===== src/rtl/img_tx_pkg.sv =====
// Shared types and frame constants for image_uart_tx.
// IMG_TX_CHECKSUM_EN adds the CSUM state for the trailing XOR checksum byte.
package img_tx_pkg;

  typedef enum logic [2:0] {
    IDLE,
    FETCH,
    CAPTURE,
    SEND,
`ifdef IMG_TX_CHECKSUM_EN
    CSUM,
`endif
    FINISH
  } state_t;

  localparam int BITS_PER_FRAME = 10;
  localparam int DATA_BITS      = 8;
  localparam int BYTES_PER_WORD = 4;

  function automatic logic [7:0] word_byte(input logic [31:0] word, input logic [1:0] idx);
    return word[{idx, 3'b000} +: 8];
  endfunction

endpackage


===== src/rtl/uart_tx_byte.sv =====
// 8N1 byte serializer with a load/ready handshake that allows back-to-back frames.
// near_end flags the cycle four cycles before the frame ends so the caller can prefetch.
module uart_tx_byte
  import img_tx_pkg::*;
#(
  parameter int CLK_DIV = 434
) (
  input  logic                 clk,
  input  logic                 rst,
  input  logic                 load,
  input  logic [DATA_BITS-1:0] data,
  output logic                 ready,
  output logic                 near_end,
  output logic                 tx
);

  localparam int CNT_W     = $clog2(CLK_DIV);
  localparam int NEAR_IDX  = BITS_PER_FRAME * CLK_DIV - 4;
  localparam int NEAR_BIT  = NEAR_IDX / CLK_DIV;
  localparam int NEAR_BAUD = NEAR_IDX % CLK_DIV;

  logic [BITS_PER_FRAME-1:0] shreg;
  logic [CNT_W-1:0]          baud_cnt;
  logic [3:0]                bit_cnt;
  logic                      active;
  logic                      bit_end;
  logic                      frame_end;

  assign bit_end   = (baud_cnt == CNT_W'(CLK_DIV - 1));
  assign frame_end = active && bit_end && (bit_cnt == 4'(BITS_PER_FRAME - 1));
  assign ready     = !active || frame_end;
  assign near_end  = active && (bit_cnt == 4'(NEAR_BIT)) && (baud_cnt == CNT_W'(NEAR_BAUD));
  assign tx        = shreg[0];

  // Shifting ones in behind the stop bit leaves the line idle high after each frame.
  always_ff @(posedge clk) begin
    if (rst) begin
      shreg    <= '1;
      baud_cnt <= '0;
      bit_cnt  <= '0;
      active   <= 1'b0;
    end else if (load && ready) begin
      shreg    <= {1'b1, data, 1'b0};
      baud_cnt <= '0;
      bit_cnt  <= '0;
      active   <= 1'b1;
    end else if (active) begin
      if (bit_end) begin
        baud_cnt <= '0;
        shreg    <= {1'b1, shreg[BITS_PER_FRAME-1:1]};
        if (bit_cnt == 4'(BITS_PER_FRAME - 1)) begin
          active <= 1'b0;
        end else begin
          bit_cnt <= bit_cnt + 4'd1;
        end
      end else begin
        baud_cnt <= baud_cnt + CNT_W'(1);
      end
    end
  end

endmodule


===== src/rtl/image_uart_tx.sv =====
// Streams NUM_WORDS words from data memory as 8N1 bytes, LSB byte first.
// Define IMG_TX_CHECKSUM_EN to append an XOR checksum byte after the data.
module image_uart_tx
  import img_tx_pkg::*;
#(
  parameter int CLK_DIV   = 434,
  parameter int ADDR_W    = 10,
  parameter int NUM_WORDS = 1024
) (
  input  logic              clk,
  input  logic              rst,
  input  logic              start,
  input  logic [ADDR_W-1:0] base_addr,
  output logic              mem_rd_en,
  output logic [ADDR_W-1:0] mem_addr,
  input  logic [31:0]       mem_rdata,
  output logic              tx,
  output logic              busy,
  output logic              done
);

  state_t            state, state_next;
  logic [ADDR_W-1:0] addr;
  logic [ADDR_W:0]   words_left;
  logic [31:0]       word_reg;
  logic [2:0]        byte_idx;
  logic              done_q;
  logic              uart_load;
  logic              uart_ready;
  logic              uart_near_end;
  logic [7:0]        uart_data;
`ifdef IMG_TX_CHECKSUM_EN
  logic [7:0]        csum;
`endif

  uart_tx_byte #(.CLK_DIV(CLK_DIV)) u_uart (
    .clk      (clk),
    .rst      (rst),
    .load     (uart_load),
    .data     (uart_data),
    .ready    (uart_ready),
    .near_end (uart_near_end),
    .tx       (tx)
  );

  assign mem_rd_en = (state == FETCH);
  assign mem_addr  = addr;
  assign busy      = (state != IDLE);
  assign done      = done_q;

  // The next word is fetched off near_end so it is captured just in time for the
  // load that lands on the final stop-bit cycle of byte 3.
  always_comb begin
    state_next = state;
    uart_load  = 1'b0;
    uart_data  = word_byte(word_reg, byte_idx[1:0]);
    case (state)
      IDLE:    if (start) state_next = FETCH;
      FETCH:   state_next = CAPTURE;
      CAPTURE: state_next = SEND;
      SEND: begin
        if (byte_idx != 3'(BYTES_PER_WORD)) begin
          uart_load = 1'b1;
        end else if (words_left != '0) begin
          if (uart_near_end) state_next = FETCH;
        end else begin
`ifdef IMG_TX_CHECKSUM_EN
          state_next = CSUM;
`else
          state_next = FINISH;
`endif
        end
      end
`ifdef IMG_TX_CHECKSUM_EN
      CSUM: begin
        uart_load = 1'b1;
        uart_data = csum;
        if (uart_ready) state_next = FINISH;
      end
`endif
      FINISH:  if (uart_ready) state_next = IDLE;
      default: state_next = IDLE;
    endcase
  end

  always_ff @(posedge clk) begin
    if (rst) begin
      state      <= IDLE;
      addr       <= '0;
      words_left <= '0;
      word_reg   <= '0;
      byte_idx   <= '0;
      done_q     <= 1'b0;
`ifdef IMG_TX_CHECKSUM_EN
      csum       <= '0;
`endif
    end else begin
      state  <= state_next;
      done_q <= (state == FINISH) && uart_ready;
      if (state == IDLE && start) begin
        addr       <= base_addr;
        words_left <= (ADDR_W+1)'(NUM_WORDS);
`ifdef IMG_TX_CHECKSUM_EN
        csum       <= '0;
`endif
      end
      if (state == FETCH) begin
        addr       <= addr + ADDR_W'(1);
        words_left <= words_left - (ADDR_W+1)'(1);
      end
      if (state == CAPTURE) begin
        word_reg <= mem_rdata;
        byte_idx <= '0;
      end
      if (state == SEND && uart_load && uart_ready) begin
        byte_idx <= byte_idx + 3'd1;
`ifdef IMG_TX_CHECKSUM_EN
        csum     <= csum ^ uart_data;
`endif
      end
    end
  end

endmodule

===== config.mk =====
export PLATFORM = sky130hd
export DESIGN_NAME = image_uart_tx
export DESIGN_NICKNAME = d
export VERILOG_FILES = /design/src/rtl/img_tx_pkg.sv /design/src/rtl/uart_tx_byte.sv /design/src/rtl/image_uart_tx.sv
export SDC_FILE = /design/constraint.sdc
export NUM_CORES = 1
export LEC_CHECK = 0
export CAP_MARGIN = 20
export CORE_MARGIN = 2
export CORE_UTILIZATION = 28
export CTS_BUF_LIST = sky130_fd_sc_hd__clkbuf_16
export DETAILED_ROUTE_END_ITERATION = 6
export PLACE_DENSITY_LB_ADDON = 0.3
export SYNTH_ARGS = -nofsm -noshare
export SYNTH_HDL_FRONTEND = slang
export SYNTH_SLANG_ARGS = --single-unit

===== constraint.sdc =====
create_clock -name clk -period 7.45 [get_ports clk]
set_clock_uncertainty 0.2 [all_clocks]
set_input_delay 1.1175 -clock clk [delete_from_list [all_inputs] [get_ports clk]]
set_output_delay 1.1175 -clock clk [all_outputs]
set_load 0.05 [all_outputs]

==> reports/qor.yml, run 1 <==
post-route-min-period_ps: 3818
ys_types: 59
syn_area_mm2: 0.003845
grt_max_degree: 79
drv_cap: 0
min_path_type: "reg2reg"
slew_viol_final: 0
cp.required_ps: 6130
power_frac_comb: 0.355
cts.clk_slew.worst_paths_ps: 60
yosys.area.top_type_share: 0.4322
cts_buffers: 9
cts_resized: 0
largest_register_ffs: 32
start_util: 0.2881
finalCritPeriodShare: 0.5125
grt_overflow: 0
route.vias.total: 3288
end_kind: "primary output"
grt_pass1_vias: 3177
drt_iter0_drc: 211
avgRoutedWirePerCell_um: 12.74
rsz0062_at_grt: "false"
setup_violations: 0
clockPowerShare: 0.267
cts_hold_buf: 0
dr.pass1.iters: 5
rows: 42
yosys.area.top_type: "dfxtp_1"
peakVddDrop_mv: 0.1595
fin_tns_setup_ps: 0
gp_congestion: 0.7972
crit_buf_inv: 2
hold_viol: 0
insertedDiodeCount: 0
start_kind: "flip-flop"
relSlewSlack: 0.4519
grt_pass1_wl_mm: 14.86
p_int_mw: 1.032
finalWirelength_mm: 8.626
path_delay_family: "buffers and inverters"
p_sw_frac: 0.3801
clockRootBuffer: "clkbuf_16"
clock.fmax_mhz: 261.9
power_density_mw_per_mm2: 345.6
syn_nets: 509
area_growth_pct: 25.22
critPathArrivalTime_ps: 2500
vias_per_cell: 4.857
cp_cell_sequence: "or3b_1 -> inv_2 -> clkdlybuf4s50_1"
async_reset_ff_frac: 0
dp_hpwl_mm: 5.889
synth_area_leaders: "dfxtp_1, nand2_1, a21oi_1, mux4_2, nor2_1"
grt_use_total: 0.1260
ant_nets: 0
die_y_um: 121.2
clock_sink_count: 83
seq_power_share: 0.378
crit_slowest_cell: "clkdlybuf4s50_1"
cpPeakStageDelay_ps: 850
synth-seq-cells: 83
fin_util: 0.3607
drc: 0
p_leak_nw: 1.669
tightest_slew_ps: 822.1
clock_latency_ps: 330
portBuffers: 58
placeableCoreArea_mm2: 0.01335
post_cts_buffers: 0
die_x_um: 121.2
synth-edff-count: 0
pin_count: 59
cts_buffer_depth: 2
cts_tree: "yes"
pre_cts_ws_ps: 3996
path_class: "reg2out"
die-area_mm2: 0.01469
ys_warn_count: 0
synth_cells: 455
setup_slack_ps: 3632
status: "completed"
crit_fanout: 16
synthFlopType: "dfxtp_1"
fin_nets: 550
htreeDepth: 3
layout-drive-gt1-share: 0.08782
antenna_found_initial: 0
synth_area_per_cell_um2: 8.450
seq_area_frac_synth: 0.4322
switchingPower_mw: 0.6326
## cell families (layout without fill, tap and decap cells)
kind of cell / after synthesis / count (layout) / share of synthesized area
muxes: 15 / 15 / 0.06638
and+or+nand+nor: 208 / 208 / 0.2545
buffers and inverters: 40 / 86 / 0.04783
DFF: 83 / 83 / 0.4322
AOI/OAI and AO/OA: 87 / 87 / 0.1403
adders and majority gates: 9 / 9 / 0.02929
xor gates and xnor gates: 13 / 13 / 0.02961
## Yosys cell counts (all sizes together) (4+ instances only)
cell	n
mux4	8
a21oi	51
clkbuf	23
buf	7
o21ai	4
ha	9
nor4	4
nor2	34
inv	10
nand2	100
mux2	4
or3	4
dfxtp	83
nor3	21
xor2	9
xnor2	4
a31oi	11
nand4	7
nand3	13
## per-layer routing
metal | share of wire | track usage | vias to the layer above
met5 | 0 | 0 | -
met4 | 0.014 | 0.04885 | 0
met3 | 0.029 | 0.03102 | 10
met2 | 0.49 | 0.2079 | 51
met1 | 0.46 | 0.1584 | 1555
li1 | - | - | 1672
## final timing paths
check / startpoint / endpoint / slack, ps / cells after the start
setup / recovery: state[0]$_SDFFE_PP0P_ / mem_rd_en / 3630 / 3
hold / removal: word_reg[16]$_SDFFE_PP0P_ / word_reg[16]$_SDFFE_PP0P_ / 250 / 2
setup reg to reg: byte_idx[0]$_SDFFE_PP0P_ / u_uart.shreg[2]$_SDFFE_PP1P_ / 4870 / 6
hold reg to reg: word_reg[16]$_SDFFE_PP0P_ / word_reg[16]$_SDFFE_PP0P_ / 250 / 2
## power groups by stage
stage / sequential (mW) / clock, mW / combinational [mW]
after CTS: 0.629 / 0.460 / 0.596
after global placement: 0.633 / 0 / 0.587
final: 0.630 / 0.444 / 0.590
after detailed placement: 0.637 / 0 / 0.594
after global routing: 0.647 / 0.478 / 0.659
after floorplan: 0.657 / 0 / 0.422
## worst reg2reg max path: stages, from the launching register on
cell     delay (ps)
dfxtp_1         750
inv_1           140
ha_1            250
a21oi_1         330
mux2_2          380
and2b_1         300
a31oi_1         110
## cells in the final DEF, fill, tap and decap left out, drive strengths merged, types with 2 or more instances in the layout
cell type	count
inv	12
o21ai	4
a311o	2
a311oi	2
nor4	4
nor3	21
nand4	7
and4	3
mux2	4
ha	9
nor2	34
nor3b	2
mux4	8
clkbuf	9
and2	2
nand2	100
o22ai	2
or3b	3
clkinv	2
clkdlybuf4s50	57
or3	4
a31oi	11
nand3	13
o211ai	3
xnor2	4
xor2	9
or2	3
nand3b	3
clkinvlp	2
nand2b	3
mux2i	3
dfxtp	83
a21oi	51
buf	3
## final cells by class
type	count	area (um2)
Timing Repair Buffer	60	590.6
Clock buffer	9	225.2
Tap cell	176	220.2
Multi-Input combinational cell	332	2004
Sequential cell	83	1662
Fill cell	1409	8533
Inverter	10	37.54
Clock inverter	7	75.07
## stage by stage
stage / instance area, um2 / hold WS (ps) / cells / power, mW
5_1_grt: 4815 / 273.7 / 677 / 1.784
3_3_place_gp: 4514 / 241.7 / 661 / 1.220
4_1_cts: 4815 / 252.6 / 677 / 1.685
3_5_place_dp: 4514 / 243.5 / 661 / 1.231
6_report: 4815 / 252.9 / 677 / 1.664
2_1_floorplan: 3845 / 233.1 / 455 / 1.079
Power figures use the tool's default switching activity.
==> inputs of run 2 (changes only) <==
Clock period 7.45 ns to 3.6 ns, I/O delays scaled along.
==> reports/qor.yml, run 2 (same netlist as run 1, synthesis figures left out) <==
status: "completed"
clock_latency_ps: 350
cts_buffer_depth: 2
antenna_found_initial: 0
cts.clk_slew.worst_paths_ps: 60
hold_viol: 0
min_path_type: "reg2reg"
r2r_end: "words_left[8]$_SDFFE_PP0P_"
dp.cells: 663
area_growth_pct: 25.68
placeableCoreArea_mm2: 0.01335
cp.required_ps: 2860
crit_slowest_cell: "clkdlybuf4s50_1"
vias_per_cell: 4.781
grtUsageMet1: 0.1631
clock_sink_count: 83
end_kind: "primary output"
final_cell_mix: "nand2_1, dfxtp_1, clkdlybuf4s50_1"
cts_tree: "yes"
grt_pass1_vias: 3089
start_kind: "flip-flop"
endpoint: "mem_rd_en"
seq_power_share: 0.372
peakVddDrop_mv: 0.2703
p_int_mw: 2.139
grt_most_used_layer: "met2"
clockPowerShare: 0.269
grt_max_degree: 40
pin_count: 59
grt_pass1_wl_mm: 14.60
cts_resized: 0
relSlewSlack: 0.5234
start_util: 0.2881
finalCritPeriodShare: 0.9089
portBuffers: 58
layout-drive-gt1-share: 0.09145
p_sw_frac: 0.3831
finalWirelength_mm: 8.716
drt_iter0_drc: 189
die_y_um: 121.2
rsz0062_at_grt: "false"
cp.depth: 3
crit_start: "state[0]$_SDFFE_PP0P_"
cts_hold_buf: 0
cts_buffers: 9
die-area_mm2: 0.01469
cp_cell_sequence: "or3b_1 -> inv_2 -> clkdlybuf4s50_1"
largest_register_ffs: 32
slew_viol_final: 0
met3_usage: 0.03430
crit_fanout: 16
finalNonFillerCells: 679
dp_hpwl_mm: 6.129
power_density_mw_per_mm2: 717.7
htreeDepth: 3
fin_nets: 552
layout.cells.most_common: "nand2_1"
drc: 0
gp_congestion: 0.7858
setup_violations: 0
power_frac_comb: 0.359
use_met2: 0.1963
post-route-min-period_ps: 3272
path_class: "reg2out"
route.vias.total: 3246
hp-start: "word_reg[21]$_SDFFE_PP0P_"
post_cts_buffers: 0
dr.pass1.iters: 4
critPathArrivalTime_ps: 2530
rows: 42
cpPeakStageDelay_ps: 850
tightest_slew_ps: 715.0
reg2reg_from: "state[0]$_SDFFE_PP0P_"
grt_overflow: 0
avgRoutedWirePerCell_um: 12.84
p_leak_nw: 1.684
grt_use_total: 0.1260
fin_tns_setup_ps: 0
reg2reg_depth: 6
switchingPower_mw: 1.329
die_x_um: 121.2
drv_cap: 0
insertedDiodeCount: 0
ant_nets: 0
r2r_slack_ps: 1060
clockRootBuffer: "clkbuf_16"
clock.fmax_mhz: 305.6
path_delay_family: "buffers and inverters"
crit_buf_inv: 2
==> run 2: changes by cell type in the layout (fill, tap and decap cells not counted), sizes merged <==
cell | previous run | this run
buf | 3 | 5
clkinv | 2 | 1
inv | 12 | 13
==> run 2: how the worst min path moves through the flow <==
stage | end | slack [ps] | cells past startpoint
2_1_floorplan | word_reg[16]$_SDFFE_PP0P_ | 230 | 2
3_3_place_gp | word_reg[4]$_SDFFE_PP0P_ | 240 | 2
3_5_place_dp | word_reg[14]$_SDFFE_PP0P_ | 250 | 2
4_1_cts | word_reg[14]$_SDFFE_PP0P_ | 250 | 2
5_1_grt | word_reg[26]$_SDFFE_PP0P_ | 270 | 2
6_report | word_reg[21]$_SDFFE_PP0P_ | 260 | 2
==> run 2: power groups by stage <==
stage,combinational [mW],clock [mW],sequential (mW)
CTS,1.26,0.965,1.29
global route,1.39,1.00,1.32
finish,1.24,0.933,1.29
detailed placement,1.25,0,1.31
floorplan,0.873,0,1.36
global placement,1.24,0,1.30
==> run 2: area by class of cell <==
class,count,area (um2)
clock inverter,7,77.57
tap,176,220.2
fill,1379,8516
sequential,83,1662
inverter,10,37.54
timing repair buffer,62,605.6
clock buffer,9,225.2
multi-input combinational,332,2004
==> run 2: per-stage QoR <==
step / setup slack, ps / total power, mW / hold WS [ps] / util / instance area (um2)
finish: 327.8 / 3.468 / 255.2 / 0.3620 / 4832
global route: 219.8 / 3.717 / 273.4 / 0.3620 / 4832
CTS: 322.6 / 3.513 / 254.9 / 0.3620 / 4832
detailed placement: 699.0 / 2.563 / 245.7 / 0.3393 / 4529
global placement: 762.6 / 2.539 / 241.3 / 0.3393 / 4529
floorplan: 1176 / 2.233 / 233.1 / - / 3845
==> run 2: metal layers <==
metal | up-vias | wire length (um)
met2 | 49 | 4103
met1 | 1506 | 4157
met4 | 0 | 173
met3 | 12 | 281
met5 | - | 0
li1 | 1679 | -
==> run 2: tightest hold or removal path, delay by kind of cell (launching register included) <==
family / cells / cell delay, ps
AO/OA/AOI/OAI: 1 / 50
AND/OR/NAND/NOR: 1 / 50
flip-flops: 1 / 310
==> inputs of run 3 (changes only) <==
Clock period 3.6 ns to 3.7 ns, I/O delays scaled along.
==> reports/qor.yml, run 3 (same netlist as run 1, synthesis figures left out) <==
status: "completed"
drc: 0
layout.cells.most_common: "nand2_1"
post-route-min-period_ps: 3288
portBuffers: 58
register_area_mm2: 0.001662
dp_hpwl_mm: 6.154
tightest_slew_ps: 714.9
slew_viol_final: 0
setup_violations: 0
drv_cap: 0
grt_use_total: 0.1270
min_path_type: "reg2reg"
cp.required_ps: 2940
route.vias.total: 3265
p_leak_nw: 1.677
die-area_mm2: 0.01469
cts.clk_slew.worst_paths_ps: 60
crit_fanout: 16
crit_slowest_cell: "clkdlybuf4s50_1"
path_delay_family: "buffers and inverters"
relSlewSlack: 0.5234
clock_sink_count: 83
finalWirelength_mm: 8.794
gp_congestion: 0.7833
pin_count: 59
clock.fmax_mhz: 304.1
htreeDepth: 3
start_util: 0.2881
clockRootBuffer: "clkbuf_16"
cp_cell_sequence: "or3b_1 -> inv_2 -> clkdlybuf4s50_1"
grt_overflow: 0
dr.pass1.iters: 4
grt_pass1_vias: 3098
insertedDiodeCount: 0
cts_resized: 0
ant_nets: 0
finalCritPeriodShare: 0.8888
start_kind: "flip-flop"
cts_hold_buf: 0
fin_util: 0.3600
path_class: "reg2out"
rsz0062_at_grt: "false"
grt_pass1_wl_mm: 14.84
cpPeakStageDelay_ps: 850
drt_iter0_drc: 158
cts_buffers: 9
hold_viol: 0
peakVddDrop_mv: 0.2580
fill_cells: 1399
end_kind: "primary output"
clock_latency_ps: 340
fin_tns_setup_ps: 0
post_cts_buffers: 0
area_growth_pct: 24.99
grt_max_degree: 40
placeableCoreArea_mm2: 0.01335
crit_buf_inv: 2
die_x_um: 121.2
antenna_found_initial: 0
largest_register_ffs: 32
final_cell_mix: "nand2_1, dfxtp_1, clkdlybuf4s50_1"
multi_input_area_mm2: 0.002004
avgRoutedWirePerCell_um: 12.95
vias_per_cell: 4.809
power_density_mw_per_mm2: 690.8
cts_buffer_depth: 2
critPathArrivalTime_ps: 2530
layout-drive-gt1-share: 0.09145
cts_tree: "yes"
fin_nets: 552
die_y_um: 121.2
rows: 42
run 3: changes by cell type in the layout (fill, tap and decap cells not counted), sizes merged:
cell,previous run,this run
bufinv,1,0
inv,13,15
clkinvlp,2,1
run 3: per-layer routing:
layer | share of wire | up-vias | GRT usage
met1 | 0.48 | 1527 | 0.1654
met5 | 0 | - | 0
met4 | 0.022 | 0 | 0.05532
li1 | - | 1672 | -
met2 | 0.46 | 53 | 0.1973
met3 | 0.034 | 13 | 0.03430
run 3: report_power, final:
part,internal (mW),switching (mW)
clock network,0.461,0.391
logic,0.473,0.739
registers,1.08,0.176
run 3: final timing paths:
kind / start / to / slack (ps) / cells after the start
min: word_reg[18]$_SDFFE_PP0P_ / word_reg[18]$_SDFFE_PP0P_ / 250 / 2
max: state[0]$_SDFFE_PP0P_ / mem_rd_en / 410 / 3
max reg2reg: u_uart.baud_cnt[0]$_SDFFE_PP0P_ / u_uart.shreg[2]$_SDFFE_PP1P_ / 1150 / 6
min reg2reg: word_reg[18]$_SDFFE_PP0P_ / word_reg[18]$_SDFFE_PP0P_ / 250 / 2
run 3: layout make-up:
type	count	share of cell area
flip-flops and latches	83	0.3457
multi-input cells	332	0.4171
clock buffers	9	0.04686
clock inverters	7	0.01067
well taps	176	0.04582
inverters	10	0.007810
repair buffers	62	0.1260
run 3: through the flow:
stage / cell area, um2 / cells / hold WS [ps] / power [mW] / setup WS (ps)
after floorplan: 3845 / 455 / 233.1 / 2.173 / 1276
after global placement: 4529 / 663 / 241.0 / 2.470 / 846.4
final: 4806 / 679 / 251.4 / 3.320 / 411.6
after CTS: 4806 / 679 / 254.8 / 3.353 / 415.7
after detailed placement: 4529 / 663 / 245.3 / 2.490 / 801.9
after global routing: 4806 / 679 / 273.1 / 3.551 / 310.8
run 3: worst reg2reg max path, cell delays in order, from the launching register on:
cell and delay [ps]:
dfxtp_1 430, ha_1 170, or3b_4 380, nor3_1 390, mux2_2 420, and2b_1 320
a31oi_1 120
